<file path="src/rtl/imem_loader_pkg.sv">
// Shared types and sizing constants for the instruction-memory program loader.
package imem_loader_pkg;

    localparam int DEF_MEM_BYTES = 512;
    localparam int MAX_WORDS     = DEF_MEM_BYTES / 4;

    typedef enum logic [2:0] {
        IDLE,
        LEN_HI,
        LEN_LO,
        LOAD,
        CHECK,
        DONE,
        ERROR
    } state_t;

    function automatic int words_for(input int mem_bytes);
        return mem_bytes / 4;
    endfunction

endpackage

</file>
<file path="src/rtl/imem_loader_byte_packer.sv">
// Packs accepted stream bytes MSB-first into 32-bit words and registers each
// completed word together with a one-cycle write strobe.
module byte_packer (
    input  logic        clk,
    input  logic        reset,
    input  logic        clear,
    input  logic        shift_en,
    input  logic [7:0]  byte_in,
    output logic        word_last,
    output logic        word_we,
    output logic [31:0] word_data
);

    logic [1:0]  byte_cnt;
    logic [23:0] shift_q;

    // High in the cycle the 4th byte of a word is being accepted.
    assign word_last = shift_en && (byte_cnt == 2'd3);

    // NOTE: sequential state uses non-blocking assignments only, so every
    // register samples the pre-edge values regardless of statement order.
    always_ff @(posedge clk) begin
        if (!reset) begin
            byte_cnt  <= '0;
            shift_q   <= '0;
            word_we   <= 1'b0;
            word_data <= '0;
        end else begin
            word_we <= 1'b0;
            if (clear) begin
                byte_cnt <= '0;
            end else if (shift_en) begin
                shift_q  <= {shift_q[15:0], byte_in};
                byte_cnt <= byte_cnt + 2'd1;
                if (byte_cnt == 2'd3) begin
                    word_data <= {shift_q, byte_in};
                    word_we   <= 1'b1;
                end
            end
        end
    end

endmodule

</file>
<file path="src/rtl/imem_loader.sv">
// Length-prefixed byte-stream loader for instruction memory; holds the CPU
// until a complete image is written. Define IMEM_LOADER_CHECKSUM_EN to expect
// a trailing XOR checksum byte after the payload.
module imem_loader
    import imem_loader_pkg::*;
#(
    parameter int ADDR_W    = 9,
    parameter int MEM_BYTES = DEF_MEM_BYTES
) (
    input  logic              clk,
    input  logic              reset,
    input  logic              start,
    input  logic [7:0]        byte_in,
    input  logic              byte_valid,
    output logic              byte_ready,
    output logic              mem_we,
    output logic [ADDR_W-1:0] mem_addr,
    output logic [31:0]       mem_data,
    output logic              cpu_hold,
    output logic              done,
    output logic              error
);

    localparam int WORDS_MAX = words_for(MEM_BYTES);
    localparam int WCNT_W    = $clog2(WORDS_MAX + 1);

    state_t              state, state_next;
    logic [7:0]          len_hi;
    logic [15:0]         len;
    logic [WCNT_W-1:0]   words_left;
    logic                accept;
    logic                start_go;
    logic                word_last;
`ifdef IMEM_LOADER_CHECKSUM_EN
    logic [7:0]          csum;
`endif

    assign byte_ready = (state == LEN_HI) || (state == LEN_LO) ||
                        (state == LOAD)   || (state == CHECK);
    assign accept     = byte_valid && byte_ready;
    assign start_go   = start && ((state == IDLE) || (state == DONE) || (state == ERROR));
    assign len        = {len_hi, byte_in};
    assign cpu_hold   = (state != DONE);
    assign done       = (state == DONE);
    assign error      = (state == ERROR);

    byte_packer u_packer (
        .clk      (clk),
        .reset    (reset),
        .clear    (start_go),
        .shift_en (accept && (state == LOAD)),
        .byte_in  (byte_in),
        .word_last(word_last),
        .word_we  (mem_we),
        .word_data(mem_data)
    );

    always_ff @(posedge clk) begin
        if (!reset) state <= IDLE;
        else        state <= state_next;
    end

    // NOTE: state_next gets its default before the case so no path leaves it
    // unassigned, which would otherwise infer a latch.
    always_comb begin
        state_next = state;
        case (state)
            IDLE:   if (start) state_next = LEN_HI;
            LEN_HI: if (accept) state_next = LEN_LO;
            LEN_LO: if (accept) begin
                if (len == 16'd0)                    state_next = DONE;
                else if (len > 16'(WORDS_MAX))       state_next = ERROR;
                else                                 state_next = LOAD;
            end
            LOAD: if (word_last && words_left == WCNT_W'(1)) begin
`ifdef IMEM_LOADER_CHECKSUM_EN
                state_next = CHECK;
`else
                state_next = DONE;
`endif
            end
`ifdef IMEM_LOADER_CHECKSUM_EN
            CHECK: if (accept) state_next = (byte_in == csum) ? DONE : ERROR;
`endif
            DONE, ERROR: if (start) state_next = LEN_HI;
            default: state_next = IDLE;
        endcase
    end

    always_ff @(posedge clk) begin
        if (!reset) begin
            len_hi     <= '0;
            words_left <= '0;
            mem_addr   <= '0;
        end else begin
            if (accept && state == LEN_HI) len_hi <= byte_in;
            if (accept && state == LEN_LO)  words_left <= len[WCNT_W-1:0];
            else if (word_last)             words_left <= words_left - WCNT_W'(1);
            // A new load restarts at address 0 even if the final write is in flight.
            if (start_go)    mem_addr <= '0;
            else if (mem_we) mem_addr <= mem_addr + ADDR_W'(4);
        end
    end

`ifdef IMEM_LOADER_CHECKSUM_EN
    always_ff @(posedge clk) begin
        if (!reset)                          csum <= '0;
        else if (start_go)                   csum <= '0;
        else if (accept && state == LOAD)    csum <= csum ^ byte_in;
    end
`endif

endmodule

</file>
<file path="config.mk">
export PLATFORM = sky130hd
export DESIGN_NAME = imem_loader
export DESIGN_NICKNAME = d
export VERILOG_FILES = /design/src/rtl/imem_loader_pkg.sv /design/src/rtl/imem_loader_byte_packer.sv /design/src/rtl/imem_loader.sv
export SDC_FILE = /design/constraint.sdc
export NUM_CORES = 1
export LEC_CHECK = 0
export ABC_AREA = 1
export CORE_ASPECT_RATIO = 1.25
export CORE_MARGIN = 2
export CORE_UTILIZATION = 45
export DETAILED_ROUTE_END_ITERATION = 7
export PLACE_DENSITY_LB_ADDON = 0.15
export SETUP_SLACK_MARGIN = 0.2
export SYNTH_ARGS = -nofsm -noshare
export SYNTH_HDL_FRONTEND = slang
export SYNTH_SLANG_ARGS = --single-unit
</file>
<file path="constraint.sdc">
create_clock -name clk -period 2.1 [get_ports clk]
set_clock_uncertainty 0.15 [all_clocks]
set_input_delay 0.315 -clock clk [delete_from_list [all_inputs] [get_ports clk]]
set_output_delay 0.315 -clock clk [all_outputs]
set_load 0.01 [all_outputs]
</file>
# After elaboration in Yosys (flattened, before gate mapping)
# Index checks and enable logic that the tools add are counted.
# totals
reg_bits	87
latchBits	0
ramBits	0
romBits	0
input_bits	12
word_cells	59
n_memories	0
# op_classes
n_addsub	3
mul	0
div	0
magnitude_cmp	1
eq_ne	13
shift	0
n_mux	10
bitwise_logic	3
reduce_logical	21
# ops
cell	count
$mux 3	6
$gt 16x8->1 const B	1
$logic_not 16->1	1
$mux 8	2
$pmux 3 s4	1
$add 9x3->9 const B	1
$eq 3x3->1 const B	3
$eq 8x1->1 const B	1
$sub 8x1->8 const B	1
$logic_and 1x1->1	7
$eq 3x2->1 const B	2
$reduce_or 3->1	2
$logic_or 1x1->1	5
$ne 2x1->1 const B	2
$ne 2x2->1 const B	2
$reduce_and 4->1	1
$eq 3x1->1 const B	1
$logic_not 3->1	1
$ne 3x3->1 const B	1
$not 1->1	3
$reduce_and 3->1	1
$add 2x1->2 const B	1
$eq 2x2->1 const B	1
$reduce_and 2->1	1
3 further kinds	3

# Depth between registers and ports, before layout
# depth
depth_word	10
ltp_mapped	11
depth_no_buf	11

# Hierarchy
# A second synthesis with hierarchy kept.
# unflattened
cells_unflattened	517
area_unflattened_um2	3704.8
# modules_own_cells
module	instances	cells_each	area_per_inst_um2	seq_area_each_um2
byte_packer	1	307	2239.6	1181.1
imem_loader	1	210	1465.2	520.5

# Worst setup path after synthesis
# No wires, ideal clock.
# synth_timing
path_kind	register to register
startpoint	reg state[1]
endpoint	reg words_left[6]
arrival_time_ns	1.178
t_required_ns	1.821
path_slack_ns	0.643
stages_incl_launch_ff	10
path_buffers	0
cell_sequence	dfxtp_1 > inv_1 > nor2_1 > nand2_1 > nor2_4 > inv_1 > nand2_1 > o21ai_0 > a21oi_1 > nor2_1
# synth_between
elab_chain_cells	8
# synth_lines
item	line_no	source
start, declared	imem_loader.sv:27	state_t state, state_next;
start signal, assigned	imem_loader.sv:60	else state <= state_next;
$eq 3x1->1 / $eq 3x2->1 (equally long branches)	imem_loader.sv:38, imem_loader.sv:97	
$logic_or 1x1->1 (2 in a row)	imem_loader.sv:38	assign byte_ready = (state == LEN_HI) || (state == LEN_LO) ||
$logic_or 1x1->1	imem_loader.sv:39	(state == LOAD) || (state == CHECK);
$logic_and 1x1->1	imem_loader.sv:40	assign accept = byte_valid && byte_ready;
$logic_and 1x1->1	imem_loader.sv:51	.shift_en (accept && (state == LOAD)),
$logic_and 1x1->1	imem_loader_byte_packer.sv:18	assign word_last = shift_en && (byte_cnt == 2'd3);
$reduce_bool 2->1 (no line)	--	
end signal, assigned	imem_loader.sv:97	if (accept && state == LEN_LO) words_left <= len[WCNT_W-1:0];
end signal, assigned	imem_loader.sv:98	else if (word_last) words_left <= words_left - WCNT_W'(1);
end, declared	imem_loader.sv:30	logic [WCNT_W-1:0] words_left;
# Parallel ways exist; a longest one is shown, timed or not.
# A chain may end at the register's enable or synchronous reset.

# Final worst setup path
# layout_timing
startpoint	reg state[2]
endpoint	out byte_ready
# layout_between
elab_chain_cells	4
# layout_lines
item	line_no	source
$eq 3x1->1 / $eq 3x2->1 (equally long branches)	imem_loader.sv:38	
$logic_or 1x1->1 (2 in a row)	imem_loader.sv:38	
$logic_or 1x1->1 *	imem_loader.sv:39	
end, declared	imem_loader.sv:15	output logic byte_ready,
# Every way passes the cells marked *; elsewhere a longest branch is shown, timed or not.

==> results.json <==
{
  "layout_min_cycle_time_ps": 1790,
  "die_x_um": 82.7,
  "netlist_area_um2": 3490,
  "grt_util_met3_pct": 4.24,
  "holdWs_ps": 304,
  "startpoint_type": "flop",
  "rr_endpoint": "u_packer.word_data[24]",
  "synth_cells": 444,
  "period_share_pct": 85.4,
  "gp_congestion": 0.866,
  "viasPerCell": 5.00,
  "io_pins": 58,
  "drt-pass1-iter-count": 4,
  "dp_hpwl_mm": 5.76,
  "seqCellArea_um2": 1710,
  "tns_ps": 0,
  "cp_slowest_cell": "dfxtp_4",
  "startpoint": "state[2]",
  "cts.sinks": 85,
  "total_leakage_power_nw": 1.70,
  "clk_path_buf_depth": 2,
  "fin_area_um2": 4420,
  "path_cells": "inv_2 -> nand3_2 -> and2_1 -> dlygate4sd2_1",
  "cts-htree-levels": 3,
  "grt_use_total_pct": 19.4,
  "routed_wl_mm": 7.83,
  "endpoint_kind": "primary output",
  "grt_max_degree": 34,
  "vdd_drop_max_mv": 0.507,
  "io_buffer_count": 55,
  "grt_pass1_wl_mm": 12.5,
  "synthDistinctLibCells": 33,
  "gr-total-overflow": 0,
  "power_mw": 3.84,
  "status": "completed",
  "vias": 3014,
  "drive_gt1_share_pct": 11.0,
  "rsz0062_at_grt": "false",
  "cts_tree": "done",
  "drc": 0,
  "endpoint": "byte_ready",
  "cts_buffers": 9,
  "avgSynthCellArea_um2": 7.85,
  "grt-busiest-layer": "met2",
  "postPlaceCellArea_um2": 4210,
  "antenna_found_initial": 0,
  "num_rows": 35,
  "mostFrequentLayoutCell": "dfxtp_1",
  "initial_core_util_pct": 46.8,
  "ys_seq_area_share_pct": 48.8,
  "final_antenna_net_count": 0,
  "fp.dieH_um": 102,
  "diodes": 0,
  "r2r_slack_ps": 390,
  "core_area_um2": 7440,
  "n_fill_cell": 679,
  "use_met2_pct": 34.1,
  "area_growth_pct": 26.9,
  "synth_edf_count": 0,
  "routedWlPerCell_um": 13.0,
  "crit_required_ps": 1630,
  "hold_viol": 0,
  "setup_viol": 0,
  "critical_path_class": "flop to primary output",
  "insertion_delay_ps": 350,
  "drt_iter0_drc": 156,
  "layout.nets": 522,
  "critPathArrivalTime_ps": 1330,
  "clk_pin_slew_worst_paths_ps": 90,
  "rr_worst_depth": 7,
  "power.density_nw_per_um2": 868,
  "synth_seq_cells": 85,
  "hp-class": "flop to flop",
  "dieArea_um2": 8470,
  "clockRootBuffer": "clkbuf_8",
  "maxSlewViolCount": 0,
  "yosys_warnings": 0,
  "critical_path.max_stage_delay_ps": 380,
  "ctsHoldBuffers": 0,
  "multi_input_area_um2": 1460,
  "use_met1_pct": 23.4,
  "grt_pass1_vias": 2784,
  "synthFlopType": "dfxtp_1",
  "max_freq_mhz": 557,
  "cp_max_fo": 6,
  "drv_cap": 0,
  "rr_startpoint": "state[0]",
  "async_reset_ff_share_pct": 0,
  "final_cell_mix": "dfxtp_1 (81), nor2_1 (64), inv_1 (52), nand2_1 (52), o21ai_0 (52)"
}
==> worst min-delay path by stage <==
stage,to,from,cells after the start,slack (ps)
2_1_floorplan,u_packer.shift_q[16],u_packer.shift_q[16],2,280
3_3_place_gp,u_packer.word_data[25],u_packer.shift_q[17],2,290
3_5_place_dp,u_packer.word_data[25],u_packer.shift_q[17],2,300
4_1_cts,u_packer.word_data[26],u_packer.shift_q[18],2,310
5_1_grt,u_packer.shift_q[0],u_packer.shift_q[0],2,340
6_report,u_packer.word_data[26],u_packer.shift_q[18],2,300
==> repair_timing <==
item                       in CTS  in global routing
resized for setup               8                  3
pin swaps                       0                  0
setup buffers                   0                  0
setup endpoints to repair       4                  2
==> report_power, final <==
part | internal [mW] | switching [mW] | total [mW]
Sequential | 1.73 | 0.0716 | 1.80
Combinational | 0.318 | 0.541 | 0.859
Clock | 0.565 | 0.617 | 1.18
==> per-stage QoR <==
| step | cells | setup WS, ps | util [%] |
|---|---|---|---|
| after floorplan | 445 | 643 | - |
| after global placement | 587 | 132 | 56.6 |
| after detailed placement | 587 | 75.2 | 56.6 |
| after CTS | 603 | 230 | 59.3 |
| after global routing | 603 | 221 | 59.4 |
| final | 603 | 306 | 59.4 |
==> logic make-up after synthesis <==
group	Yosys count	share of synthesized area, %
other	1	0.108
multiplexers	1	0.287
XOR/XNOR	5	1.26
buffers and inverters	78	9.66
adder cells (fa/ha/maj)	4	1.44
flip-flops	85	48.8
AND/OR/NAND/NOR	144	17.4
AO/OA/AOI/OAI	126	21.0
==> synthesized netlist by cell type, types with 3 or more instances <==
library cell / n / area share, %
inv_1: 53 / 5.7
dfxtp_1: 85 / 49
a21oi_1: 45 / 6.5
nor2_1: 64 / 6.9
buf_2: 5 / 0.72
ha_1: 4 / 1.4
buf_4: 4 / 0.86
a31oi_1: 5 / 0.90
a211oi_1: 12 / 2.6
nand2_1: 52 / 5.6
o21ai_0: 52 / 7.5
clkbuf_1: 11 / 1.2
a211oi_2: 8 / 2.9
buf_6: 3 / 0.97
xor2_1: 4 / 1.0
nand3_1: 15 / 2.2
==> state kept, by name (all words and copies together), names as in the netlist <==
register and cells:
len_hi 8, mem_addr 7, state 3, u_packer.byte_cnt 2, u_packer.shift_q 24, u_packer.word_data 32, u_packer.word_we 1, words_left 8
==> per-layer routing <==
layer	wire, µm	share of wire [%]	vias to the layer above
li1	-	-	1584
met1	3540	45	1380
met2	3980	51	44
met3	225	2.9	6
met4	82	1.0	0
met5	0	0	-
==> cell type report <==
class / instances / share of cell area, %
Sequential cell: 85 / 38.6
Multi-Input combinational cell: 282 / 32.9
Timing Repair Buffer: 74 / 16.7
Inverter: 54 / 4.58
Clock buffer: 9 / 2.80
Tap cell: 92 / 2.60
Clock inverter: 7 / 1.75
==> critical path, delay by kind of cell (launching register included) <==
| kind | cells | cell delay (ps) |
|---|---|---|
| and+or+nand+nor | 2 | 250 |
| DFF | 1 | 380 |
| buffers and inverters | 2 | 340 |
No activity file was read; power rests on OpenSTA's default activity.
